`src/rtl/imem_pkg.sv`:
```
// Shared definitions for the instruction-memory arbiter: FSM states,
// memory read/write strobe values and the write range check.
package imem_pkg;

    typedef enum logic [1:0] {
        RUN     = 2'd0,
        COLLECT = 2'd1,
        WRITE   = 2'd2
    } state_t;

    localparam logic RW_READ  = 1'b1;
    localparam logic RW_WRITE = 1'b0;

    // Evaluated in 33 bits so a pointer near 2^32 cannot wrap into range.
    function automatic logic in_range(input logic [31:0] addr, input int unsigned mem_bytes);
        return ({1'b0, addr} + 33'd3) < {1'b0, mem_bytes};
    endfunction

endpackage

```
`src/rtl/imem_arbiter_if.sv`:
```
// Memory-side bus of the arbiter: registered address/data/strobe out,
// read data back from the instruction memory.
interface imem_arbiter_if;
    logic [31:0] IAddr;
    logic [31:0] IDataIn;
    logic        RW;
    logic [31:0] IDataOut;

    modport master (output IAddr, output IDataIn, output RW, input IDataOut);
    modport slave  (input IAddr, input IDataIn, input RW, output IDataOut);
endinterface

```
`src/rtl/imem_word_packer.sv`:
```
// Big-endian byte-to-word packer; word reflects any byte shifted in this
// cycle and zero-fills the low bytes that have not arrived yet.
module imem_word_packer (
    input  logic        CLK,
    input  logic        Reset,
    input  logic        clear,
    input  logic        shift,
    input  logic [7:0]  data,
    output logic [2:0]  count,
    output logic [31:0] word
);

    logic [23:0] sr;
    logic [31:0] sr_n;
    logic [2:0]  cnt_n;

    always_comb begin
        sr_n  = shift ? {sr, data} : {8'h00, sr};
        cnt_n = count + {2'b00, shift};
        word  = '0;
        case (cnt_n)
            3'd1:    word = {sr_n[7:0], 24'h0};
            3'd2:    word = {sr_n[15:0], 16'h0};
            3'd3:    word = {sr_n[23:0], 8'h0};
            3'd4:    word = sr_n;
            default: word = '0;
        endcase
    end

    always_ff @(posedge CLK or negedge Reset) begin
        if (!Reset) begin
            sr    <= '0;
            count <= '0;
        end else if (clear) begin
            sr    <= '0;
            count <= '0;
        end else if (shift) begin
            sr    <= sr_n[23:0];
            count <= cnt_n;
        end
    end

endmodule

```
`src/rtl/imem_arbiter.sv`:
```
// Shares one instruction memory between CPU fetches and a byte-stream
// program loader; the CPU is held off while a load is in progress.
module imem_arbiter
    import imem_pkg::*;
#(
    parameter int unsigned MEM_BYTES = 300
) (
    input  logic        CLK,
    input  logic        Reset,
    input  logic        FetchReq,
    input  logic [31:0] FetchAddr,
    output logic [31:0] FetchData,
    output logic        FetchValid,
    output logic        CpuHold,
    input  logic        LoadStart,
    input  logic [31:0] LoadBase,
    input  logic        LoadValid,
    input  logic [7:0]  LoadByte,
    output logic        LoadReady,
    input  logic        LoadDone,
    output logic        LoadErr,
    output logic [15:0] WordCount,
    imem_arbiter_if.master mem
);

    state_t      state, state_n;
    logic [31:0] ptr;
    logic        fin, last;
    logic        shift, pk_clear, word_go;
    logic [2:0]  pk_cnt;
    logic [31:0] pk_word;
    logic        fetch_vld;
    logic        err;
    logic [15:0] wc;

    imem_word_packer u_packer (
        .CLK   (CLK),
        .Reset (Reset),
        .clear (pk_clear),
        .shift (shift),
        .data  (LoadByte),
        .count (pk_cnt),
        .word  (pk_word)
    );

    always_ff @(posedge CLK or negedge Reset) begin
        if (!Reset) state <= RUN;
        else        state <= state_n;
    end

    always_comb begin
        state_n  = state;
        shift    = 1'b0;
        word_go  = 1'b0;
        pk_clear = 1'b0;
        last     = 1'b0;
        case (state)
            RUN: begin
                if (LoadStart) begin
                    state_n  = COLLECT;
                    pk_clear = 1'b1;
                end
            end
            COLLECT: begin
                shift = LoadValid;
                // A byte arriving with LoadDone is folded into the final word.
                if (LoadValid && (pk_cnt == 3'd3 || LoadDone)) begin
                    state_n = WRITE;
                    word_go = 1'b1;
                    last    = LoadDone;
                end else if (LoadDone) begin
                    if (pk_cnt == 3'd0) begin
                        state_n = RUN;
                    end else begin
                        state_n = WRITE;
                        word_go = 1'b1;
                        last    = 1'b1;
                    end
                end
            end
            WRITE: begin
                state_n  = fin ? RUN : COLLECT;
                pk_clear = 1'b1;
            end
            default: state_n = RUN;
        endcase
    end

    always_ff @(posedge CLK or negedge Reset) begin
        if (!Reset) begin
            ptr         <= '0;
            fin         <= 1'b0;
            wc          <= '0;
            err         <= 1'b0;
            fetch_vld   <= 1'b0;
            mem.IAddr   <= '0;
            mem.IDataIn <= '0;
            mem.RW      <= RW_READ;
        end else begin
            fetch_vld <= (state == RUN) && (state_n == RUN) && FetchReq;
            mem.RW    <= RW_READ;
            if (state_n == RUN) mem.IAddr <= FetchAddr;
            if (state == RUN && LoadStart) begin
                ptr <= LoadBase & ~32'h3;
                wc  <= '0;
                err <= 1'b0;
                fin <= 1'b0;
            end
            if (word_go) begin
                mem.IAddr   <= ptr;
                mem.IDataIn <= pk_word;
                fin         <= last;
                if (in_range(ptr, MEM_BYTES)) mem.RW <= RW_WRITE;
                else                          err    <= 1'b1;
            end
            if (state == WRITE) begin
                ptr <= ptr + 32'd4;
                if (wc != 16'hFFFF) wc <= wc + 16'd1;
            end
        end
    end

    // Memory read is combinational on the registered address, so the word
    // is forwarded in the cycle after the request to keep latency at one.
    assign FetchData  = fetch_vld ? mem.IDataOut : '0;
    assign FetchValid = fetch_vld;
    assign CpuHold    = (state != RUN);
    assign LoadReady  = (state == COLLECT);
    assign LoadErr    = err;
    assign WordCount  = wc;

endmodule

```
`src/flat_wrapper.sv`:
```
// flat-port wrapper written by rule: the top's interface ports become plain ports
module imem_arbiter_flat import imem_pkg::*;
#(
    parameter int unsigned MEM_BYTES = 300
)
  (CLK, Reset, FetchReq, FetchAddr, FetchData, FetchValid, CpuHold, LoadStart, LoadBase, LoadValid, LoadByte, LoadReady, LoadDone, LoadErr, WordCount, mem_IAddr, mem_IDataIn, mem_RW, mem_IDataOut);
  imem_arbiter_if mem_i ();
  input  logic CLK;
  input  logic Reset;
  input  logic FetchReq;
  input  logic [31:0] FetchAddr;
  output logic [31:0] FetchData;
  output logic FetchValid;
  output logic CpuHold;
  input  logic LoadStart;
  input  logic [31:0] LoadBase;
  input  logic LoadValid;
  input  logic [7:0] LoadByte;
  output logic LoadReady;
  input  logic LoadDone;
  output logic LoadErr;
  output logic [15:0] WordCount;
  output wire logic [$bits(mem_i.IAddr)-1:0] mem_IAddr;
  output wire logic [$bits(mem_i.IDataIn)-1:0] mem_IDataIn;
  output wire logic [$bits(mem_i.RW)-1:0] mem_RW;
  input wire logic [$bits(mem_i.IDataOut)-1:0] mem_IDataOut;
  assign mem_IAddr = mem_i.IAddr;
  assign mem_IDataIn = mem_i.IDataIn;
  assign mem_RW = mem_i.RW;
  assign mem_i.IDataOut = mem_IDataOut;
  imem_arbiter #(.MEM_BYTES(MEM_BYTES)) u_core (.CLK(CLK), .Reset(Reset), .FetchReq(FetchReq), .FetchAddr(FetchAddr), .FetchData(FetchData), .FetchValid(FetchValid), .CpuHold(CpuHold), .LoadStart(LoadStart), .LoadBase(LoadBase), .LoadValid(LoadValid), .LoadByte(LoadByte), .LoadReady(LoadReady), .LoadDone(LoadDone), .LoadErr(LoadErr), .WordCount(WordCount), .mem(mem_i));
endmodule
```
`config.mk`:
```
export PLATFORM = sky130hd
export DESIGN_NAME = imem_arbiter_flat
export DESIGN_NICKNAME = d
export VERILOG_FILES = /design/src/rtl/imem_pkg.sv /design/src/rtl/imem_arbiter_if.sv /design/src/rtl/imem_word_packer.sv /design/src/rtl/imem_arbiter.sv /design/src/flat_wrapper.sv
export SDC_FILE = /design/constraint.sdc
export NUM_CORES = 1
export LEC_CHECK = 0
export CORE_MARGIN = 1.5
export CORE_UTILIZATION = 40
export DETAILED_ROUTE_END_ITERATION = 8
export PLACE_DENSITY = 0.71
export SETUP_SLACK_MARGIN = 0.4
export SLEW_MARGIN = 20
export SYNTH_ARGS = -nofsm -noshare
export SYNTH_HDL_FRONTEND = slang
export SYNTH_SLANG_ARGS = --single-unit
```
`constraint.sdc`:
```
create_clock -name CLK -period 3.9 [get_ports CLK]
set_input_delay 0.39 -clock CLK [delete_from_list [all_inputs] [get_ports CLK]]
set_output_delay 0.39 -clock CLK [all_outputs]
set_load 0.05 [all_outputs]
```
---- Word-level counts from Yosys, hierarchy flattened ----
Cells that the tools add are included.
operators by class
  $add $sub $neg .......................... 4
  magnitude comparators ................... 1
  equal/unequal tests ..................... 8
  mux-type cells .......................... 36
  reductions and logical operators ........ 13
operators by type and width
  operator                                                                count
  32-bit 2-to-1 mux                                                       6
  32-bit case mux with 4 select lines                                     1
  16-bit 2-to-1 mux                                                       3
  24-bit 2-to-1 mux                                                       2
  32-bit by 2-bit adder with 33-bit output (second input constant)        1
  33-bit by 9-bit < comparator with 1-bit output (second input constant)  1
  32-bit by 3-bit adder with 32-bit output (second input constant)        1
  16-bit by 1-bit adder with 16-bit output (second input constant)        1
  1-bit 2-to-1 mux                                                        16
  16-bit != test (second input constant)                                  1
  2-bit nonzero test                                                      5
  3-bit by 2-bit == test with 1-bit output (second input constant)        3
  2-bit 2-to-1 mux                                                        4
  3-bit 2-to-1 mux                                                        2
  2-bit case mux with 3 select lines                                      1
  1-bit logical AND                                                       4
  2-bit logical NOT                                                       2
  3-bit by 1-bit adder with 3-bit output                                  1
  3-bit by 1-bit == test with 1-bit output (second input constant)        1
  3-bit == test (second input constant)                                   1
  3-bit logical NOT                                                       1
  2-bit by 1-bit == test with 1-bit output (second input constant)        1
  2-bit == test (second input constant)                                   1
  1-bit case mux with 2 select lines                                      1
  1-bit logical OR                                                        1
storage, ports and cells
  bits in registers ....................... 145
  input bits .............................. 110
  output and inout port bits .............. 117

---- Depth between registers and ports, before layout ----
Gate-level depths: netlist of the first run.
  word-level depth ........................ 8
  mapped depth ............................ 16

---- By module ----
Synthesis of the first run repeated with hierarchy kept, for this count alone.
unflattened totals
  cells, all modules ...................... 773
  area total of the unflattened synthesis .. 7793.7 um^2
modules (own cells, without submodules)
  module            times used  cells each  area an instance (um^2)  seq. area each (um^2)
  imem_arbiter      1           575         5863.1                   2904.0
  imem_word_packer  1           198         1930.6                   675.6

---- Least setup slack after synthesis of the first run ----
OpenSTA, ideal clock, no wires.
  path type ............................... flip-flop to flip-flop
  start ................................... reg u_core.state[1]
  end ..................................... reg u_core.mem.IDataIn[16]
  setup time .............................. 0.126 ns
  data arrival time ....................... 3.063 ns
  data required time ...................... 3.774 ns
  slack ................................... 0.711 ns
  stages on the path, launching flop included .. 17
  buffers on the path ..................... 7
  cell sequence ........................... dfrtp_1 -> buf_2 -> nand3b_4 -> inv_2 -> buf_4 -> buf_4 -> buf_2 -> buf_2 -> ha_1 -> ha_1 -> xor2_1 -> buf_4 -> nor3_2 -> or2_1 -> buf_2 -> a32o_1 -> a221o_1
between the ends
  word-level cells in the longest chain between the ends .. 5
  elaborated cells between the ends (all ways) .. 10
  classes of those cells .................. add/sub: 1; eq/ne: 5; mux: 4
ends and longest elaborated chain
  item                                         RTL line                source
  start, declared                              imem_arbiter.sv:26      state_t state, state_n;
  start signal, assigned                       imem_arbiter.sv:48      else state <= state_n;
  2-bit by 1-bit == test with 1-bit output *   imem_arbiter.sv:57      case (state)
  1-bit 2-to-1 mux                             imem_arbiter.sv:57
  3-bit by 1-bit adder with 3-bit output       imem_word_packer.sv:19  cnt_n = count + {2'b00, shift};
  3-bit == test, or another cell as far along  imem_word_packer.sv:21  case (cnt_n)
  32-bit case mux with 4 select lines          imem_word_packer.sv:21
  end signal, assigned                         imem_arbiter.sv:111     mem.IDataIn <= pk_word;
  end, declared                                imem_arbiter_if.sv:9    modport master (output IAddr, output IDataIn, output RW, input IDataOut);
Mark *: on every way between the ends. The rest lies on a longest branch, timed or not.
A chain may end at the register's enable or synchronous reset.

---- Worst setup path after layout of the first run ----
  start ................................... reg u_core.state[0]
  end ..................................... reg u_core.mem.IDataIn[21]
Same word-level chain as after synthesis.

==> results of run 1 <==
-- registers in the layout (all words and copies together), names as in the netlist, 2 cells and up --
name                   flops
u_core.WordCount          16
u_core.mem.IAddr          32
u_core.mem.IDataIn        32
u_core.ptr                30
u_core.state               2
u_core.u_packer.count      3
u_core.u_packer.sr        24
-- path summary, 6_finish.rpt --
path	start	cells past startpoint	slack [ns]	end
min in group CLK	u_core.mem.IDataIn[3]$_DFFE_PN0P_	2	0.48	u_core.mem.IDataIn[3]$_DFFE_PN0P_
min	Reset	1	0.03	u_core.u_packer.sr[10]$_DFFE_PN0P_
max reg2reg	u_core.state[0]$_DFF_PN0_	9	0.96	u_core.mem.IDataIn[21]$_DFFE_PN0P_
max	u_core.state[0]$_DFF_PN0_	9	0.96	u_core.mem.IDataIn[21]$_DFFE_PN0P_
min reg2reg	u_core.mem.IDataIn[3]$_DFFE_PN0P_	2	0.48	u_core.mem.IDataIn[3]$_DFFE_PN0P_
max in group asynchronous	Reset	2	2.97	u_core.WordCount[9]$_DFF_PN0_
-- critical path, stage by stage, from the launching register on --
cell	delay, ns
dfrtp_1	0.55
nand3b_4	0.16
inv_2	0.05
ha_1	0.17
ha_1	0.41
nand2_1	0.12
nor3_2	0.69
or2_1	0.39
a32o_1	0.20
a221o_1	0.14
-- final cells by class --
| cell class | instances | area (µm²) | area share (%) |
|---|---|---|---|
| timing repair buffer | 246 | 2409 | 22.28 |
| multi-input combinational | 628 | 3886 | 35.95 |
| sequential | 143 | 3580 | 33.11 |
| inverter | 9 | 33.78 | 0.3125 |
| tap | 260 | 325.3 | 3.009 |
| clock buffer | 17 | 425.4 | 3.935 |
| clock inverter | 15 | 151.4 | 1.400 |
-- metrics by stage --
stage / instances / hold slack (ns) / utilization, % / instance area, µm²
final: 1318 / 0.02787 / 57.03 / 10810
after global placement: 1286 / 0.4625 / 53.99 / 10230
after floorplan: 852 / 0.09441 / - / 7819
after global routing: 1318 / 0.1216 / 57.03 / 10810
after CTS: 1318 / 0.08868 / 57.03 / 10810
after detailed placement: 1286 / 0.4697 / 53.99 / 10230
-- cells in the final DEF, fill, tap and decap left out, types with 5 or more instances in the layout --
cell type,n
a211oi_1,8
a21oi_1,32
a221o_1,7
a22o_1,10
a22oi_1,42
a31oi_1,11
a32o_1,12
and2_1,33
and3_1,9
buf_4,22
clkbuf_16,17
clkdlybuf4s50_1,223
dfrtp_1,142
inv_1,7
mux2_2,9
mux2i_1,26
nand2_1,144
nand2b_1,5
nand3_1,46
nand4_1,15
nor2_1,42
nor3_1,20
nor3b_1,6
nor4_1,8
o211ai_1,14
o21ai_0,24
o22ai_1,11
o31ai_1,11
-- per-layer routing --
layer / wire length, µm / track usage (%) / share of wire (%)
met1: 10450 / 32.22 / 42
met2: 12020 / 38.94 / 49
met5: 0 / 0 / 0
met4: 478 / 8.464 / 1.9
met3: 1768 / 5.533 / 7.2
-- cell families after synthesis --
group / count (synthesis) / synth area share (%)
AO/OA/AOI/OAI: 224 / 20.88
XOR/XNOR: 6 / 0.7682
adder cells (fa/ha/maj): 4 / 0.6401
buffers and inverters: 81 / 4.545
flip-flops: 143 / 45.78
multiplexers: 35 / 4.625
AND/OR/NAND/NOR: 359 / 22.76
-- power by group --
part	total, mW	leakage (nW)	switching [mW]	internal (mW)
clock	1.60	0.284	0.696	0.899
combinational	3.19	2.24	2.06	1.13
sequential	2.50	1.85	0.593	1.91
total	7.28	4.37	3.35	3.93
==> impl_results.md, run 1 <==
* Ys async rst share at 100.0%
* Max Buffers Root-to-Sink at 2
* Min cycle time layout at approximately 2.9 ns
* Setup ws final at 0.9579 ns
* Synth Net Count at a little under 1,000
* P per Cell Area at ~670 mW/mm²
* Leak Pwr at 4.372 nW
* #FFs+latches synth at 143
* Syn-to-layout area delta at 38.26%
* DR iter-0 viols at around 600
* Seq/Total Area, Yosys at 45.78%
* Hold buffers post-CTS at 0
* Drt wl/cell at 18.75 µm
* Synth Flop Type: dfrtp_1
* Count leader, synth: nand2_1
* Antenna cell count at 0
* Place WS at around 0.66 ns
* Initial antenna violation count at 0
* Data arrival, critical path at 3.31 ns
* WL final at 24.71 mm
* Outcome: completed
* Endpoints failing setup at 0
* Clock tree from TritonCTS: done
* Tot GR Track Use at between 20% and 30%
* GR Overflow Total at 0
* Number of global-route vias before repair at 7,220
* Root Driver: clkbuf_16
* HP Class: in -> async
* # clock sinks at 143
* CP Capture Type: register
* Die footprint at ~0.02 mm²
* IO buf count at ~220
* Detail Placement HPWL at around 17 mm
* Clock Pin Slew Worst Setup and Hold Paths at approximately 0.07 ns
* Fmax at around 340 MHz
* Slew Limit Fails at 0
* Post-route ant nets at 0
* Final Power at roughly 7.3 mW
* Max cap viols at 0
* Syn Std Cell Area at a little under 0.008 mm²
* Postcts setup bufs at 0
* RSZ-0062 raised after global routing: no
* Synth Warn # at 0
* # resized after CTS at 0
* Rel. slew slack at between 30% and 40%
* Total core area at 0.01896 mm²
* First-pass GRT wire length at a little under 40 mm
* Fin Clk Skew at between 0.009 and 0.01 ns
* Die Wd at ~140 µm
* Pin count of the biggest net entering global routing at about 100
* Kind of critical path: reg -> reg
* EDFF count, synth at 0
* Fin Setup TNS at 0 ns
* Height of the die at about 140 µm
* Worst-margin pin slew at about 0.94 ns
* Req. time, crit path at around 4.3 ns
* DR vias/cell at about 5.7
* Crit share post-route at approximately three quarters
* H-tree depth at 4
* Largest area contributor in the netlist: dfrtp_1
* Top cells by count, synth: nand2_1, dfrtp_1, nand3_1
* VDD IR max at approximately 0.46 mV
* Synth area leaders: dfrtp_1, nand2_1, a22oi_1
* GP Congestion at between 0.8 and 0.9
* DR vias at around 7,600
* Crit path max fanout at 12
* Clock Latency Late Sink at ~0.43 ns
* # fillers at about 1,700
* CP startpoint kind: register
* First-pass detailed-route iteration total at 5
* CTS Buf Count at 17
* Mean post-synth cell area at a little over 9 µm²
* Post-synthesis cell type count at a little over 70
* Drt drc at 0
* Std cell rows at 50
* Post-Synthesis Cells at between 800 and 900
* I/O pins at around 230
* Final Hold Vio Count at 0
* Nets@finish at about 1,200
* Share of cells above drive strength 1 at 7.372%
* Yosys top cell area share at about 45%
* Initial Util at roughly two fifths
Note: power is estimated with default switching activity, not from simulation.
==> run 2: changes to the inputs <==
==> constraint.sdc (replaced) <==
create_clock -name CLK -period 3 [get_ports CLK]
set_input_delay 0.3 -clock CLK [delete_from_list [all_inputs] [get_ports CLK]]
set_output_delay 0.3 -clock CLK [all_outputs]
set_load 0.05 [all_outputs]
==> run 2 against run 1 <==
  * Clock-buffer cell count increased by 1
  * Wire length increased by 0.70%
  * Global-route usage increased by 0.39 points
  * Combinational power increased by 32%
  * Die area unchanged
  * Sequential cell count unchanged
  * Worst setup slack got worse by 0.41 ns
  * Critical path depth decreased by 5
  * Non-clock buffer count increased by 7
  * Design area increased by 1.4%
  * Critical path type is now reg -> out
  * Critical endpoint is now CpuHold
  * Largest power group unchanged
==> impl_results.md, run 2 (synthesis gave the netlist of run 1 again) <==
* Die Wd at 142.8 µm (unchanged)
* Wire length on met1 at 10.71 mm (was 10.45 mm)
* Min cycle time layout at 2.452 ns
* R2r worst-path depth at 9 (unchanged)
* Area after DPL at 0.01031 mm² (was 0.01023 mm²)
* Max incr delay on CP at 0.81 ns (was 0.69 ns)
* Height of the die at 142.8 µm (unchanged)
* I/O pins at 227 (unchanged)
* Clock Pin Slew Worst Setup and Hold Paths at 0.06 ns (was 0.07 ns)
* DR vias at 7,664 (was 7,567)
* Slew Limit Fails at 0 (unchanged)
* Syn-to-layout area delta at 40.18% (was 38.26%)
* Critical path depth at 4 (was 9)
* Comb pwr share at 43.4% (was 43.8%)
* Root Driver: clkbuf_16 (unchanged)
* Final Power at 9.721 mW (was 7.284 mW)
* Final instance area at 0.01096 mm² (was 0.01081 mm²)
* Pin count of the biggest net entering global routing at 65 (was 101)
* Sw Ratio at 44.44% (was 45.98%)
* WL final at 24.89 mm (was 24.71 mm)
* Req. time, crit path at 2.70 ns (was 4.27 ns)
* Final Util at 57.82% (was 57.03%)
* First-pass detailed-route iteration total at 5 (unchanged)
* Number of global-route vias before repair at 7,261 (was 7,220)
* Hold path depth at 3
* Biggest regs: u_core.mem.IAddr x32, u_core.mem.IDataIn x32, u_core.ptr x30 (unchanged)
* RSZ-0062 raised after global routing: no (unchanged)
* Initial antenna violation count at 0 (unchanged)
* Die footprint at 0.02039 mm² (unchanged)
* # clock sinks at 143 (unchanged)
* Std cell rows at 50 (unchanged)
* Fmax at a little over 400 MHz
* P_sw at 4.321 mW (was 3.349 mW)
* Post-route ant nets at 0 (unchanged)
* Crit path max fanout at 12 (unchanged)
* DR vias/cell at 5.789 (was 5.741)
* Pint at 5.401 mW (was 3.935 mW)
* Critical-path top delay cell: clkdlybuf4s50_1 (was nor3_2)
* Critical Path Start: u_core.state[0]$_DFF_PN0_ (unchanged)
* Tot GR Track Use at 24.64% (was 24.26%)
* Share of cells above drive strength 1 at 8.177% (was 7.372%)
* Final Hold Vio Count at 0 (unchanged)
* Data arrival, critical path at 2.15 ns (was 3.31 ns)
* Buf/Inv on CP at 3 (was 1)
* Total core area at 0.01896 mm² (unchanged)
* HP Class: in -> reg (was in -> async)
* DR iter-0 viols at 583 (was 598)
* IO buf count at 224 (unchanged)
* VDD IR max at 0.4866 mV (was 0.4587 mV)
* Rel. slew slack at 38.41% (was 37.01%)
* Postcts setup bufs at 0 (unchanged)
* Commonest non-fill, non-tap cells in the layout: clkdlybuf4s50_1, nand2_1, dfrtp_1 (unchanged)
* Fin Clk Skew at 0.01171 ns (was 0.009302 ns)
* GR Overflow Total at 0 (unchanged)
* Clock Latency Late Sink at 0.42 ns (was 0.43 ns)
* Max cap viols at 0 (unchanged)
* Met2 wire length at 12.35 mm (was 12.02 mm)
* First-pass GRT wire length at 39.36 mm (was 38.61 mm)
* H-tree depth at 4 (unchanged)
* Initial Util at 41.25% (unchanged)
* Non-filler cells, final at 1,324 (was 1,318)
* Worst hold endpoint: u_core.mem.IAddr[20]$_DFFE_PN0P_
* Max Buffers Root-to-Sink at 2 (unchanged)
* Worst-margin pin slew at 0.9173 ns (was 0.9449 ns)
* GP Congestion at 0.8880 (was 0.8983)
* Crit share post-route at between 80% and 90%
* CP cell instances: buf_4 > inv_1 > nand2_1 > clkdlybuf4s50_1 (was nand3b_4 > inv_2 > ha_1 > ha_1 > nand2_1 > nor3_2 > or2_1 > a32o_1 > a221o_1)
* CP Capture Type: output port (was register)
* Sequential share of power at 33.4% (was 34.3%)
* Nets@finish at 1,166 (was 1,159)
* CTS Buf Count at 17 (unchanged)
* Reg2reg end: u_core.mem.IDataIn[20]$_DFFE_PN0P_ (was u_core.mem.IDataIn[21]$_DFFE_PN0P_)
* Kind of critical path: reg -> out (was reg -> reg)
* CP startpoint kind: register (unchanged)
* Hold_sp: FetchAddr[20]
* Clock Power Share at 23.1% (was 21.9%)
* Most common cell after layout, fill and taps aside: clkdlybuf4s50_1 (unchanged)
* CP top delay family: buffers and inverters (was simple AND/OR/NAND/NOR gates)
* P per Cell Area at 887.0 mW/mm² (was 673.8 mW/mm²)
* Critical R2R Launch: u_core.state[1]$_DFF_PN0_ (was u_core.state[0]$_DFF_PN0_)
* Worst R2R Setup Slack at 0.61 ns (was 0.96 ns)
* Leak Pwr at 4.420 nW (was 4.372 nW)
* Detail Placement HPWL at 18.10 mm (was 17.37 mm)
* Met3 WL at 1.448 mm (was 1.768 mm)
* Clock tree from TritonCTS: done (unchanged)
* Top Metal Used: met4 (unchanged)
* Outcome: completed (unchanged)
* Drt drc at 0 (unchanged)
* Fin Setup TNS at 0 ns (unchanged)
* Endpoints failing setup at 0 (unchanged)
* Antenna cell count at 0 (unchanged)
* Drt wl/cell at 18.80 µm (was 18.75 µm)
* Dpl cells at 1,292 (was 1,286)
==> run 2: cell count changes in the layout (fill, tap and decap cells not counted), moves of 2 or more <==
cell,change
buf_4,+6
bufinv_16,+3
ha_1,-2
inv_8,-3
ha_4,+2
clkinvlp_4,+2
inv_6,-3
==> run 2: stage by stage <==
stage,worst slack (ns),hold WS (ns)
after detailed placement,-0.01642,0.3309
after global placement,0.02797,0.3356
after floorplan,0.1794,0.004409
after CTS,0.4295,0.3907
final,0.5483,0.3996
after global routing,0.4373,0.4150
==> run 2: final cells by class <==
type	count	area (µm²)
clock buffer	18	439.2
multi-input combinational	628	3925
fill	1669	7995
clock inverter	13	187.7
inverter	9	36.28
sequential	143	3581
tap	260	325.3
timing repair buffer	253	2466
==> run 2: power by group through the flow <==
stage	logic [mW]	registers, mW	clock network, mW
after detailed placement	4.22	3.25	0
after floorplan	2.15	3.83	0
after CTS	4.23	3.22	2.28
after global placement	4.18	3.24	0
after global routing	4.52	3.32	2.37
final	4.22	3.25	2.25
==> run 2: worst max path at each step <==
stage	end	slack, ns
after global placement	u_core.mem.IDataIn[17]$_DFFE_PN0P_	0.03
final	CpuHold	0.55
after detailed placement	u_core.mem.IDataIn[20]$_DFFE_PN0P_	-0.02
after CTS	u_core.mem.IDataIn[20]$_DFFE_PN0P_	0.43
after global routing	u_core.mem.IDataIn[22]$_DFFE_PN0P_	0.44
after floorplan	u_core.mem.IDataIn[16]$_DFFE_PN0P_	0.18
==> run 2: repair_timing <==
action / 4_1_cts / 5_1_grt
endpoints found under the hold margin: 60 / 0
gates resized for setup: 1 / 2
gates cloned: 0 / 0
hold buffers: 1 / 0
endpoints found under the setup margin: 2 / 10
==> run 2: worst min-delay path: cells and delay by family <==
kind                   cells  cell delay (ns)
and+or+nand+nor            2             0.09
buffers and inverters      1             0.39
==> run 2: layer usage <==
layer | vias up | global-route usage [%]
met5 | - | 0
met4 | 0 | 6.837
met3 | 37 | 5.064
met2 | 285 | 40.47
met1 | 3794 | 33.03
li1 | 3548 | -
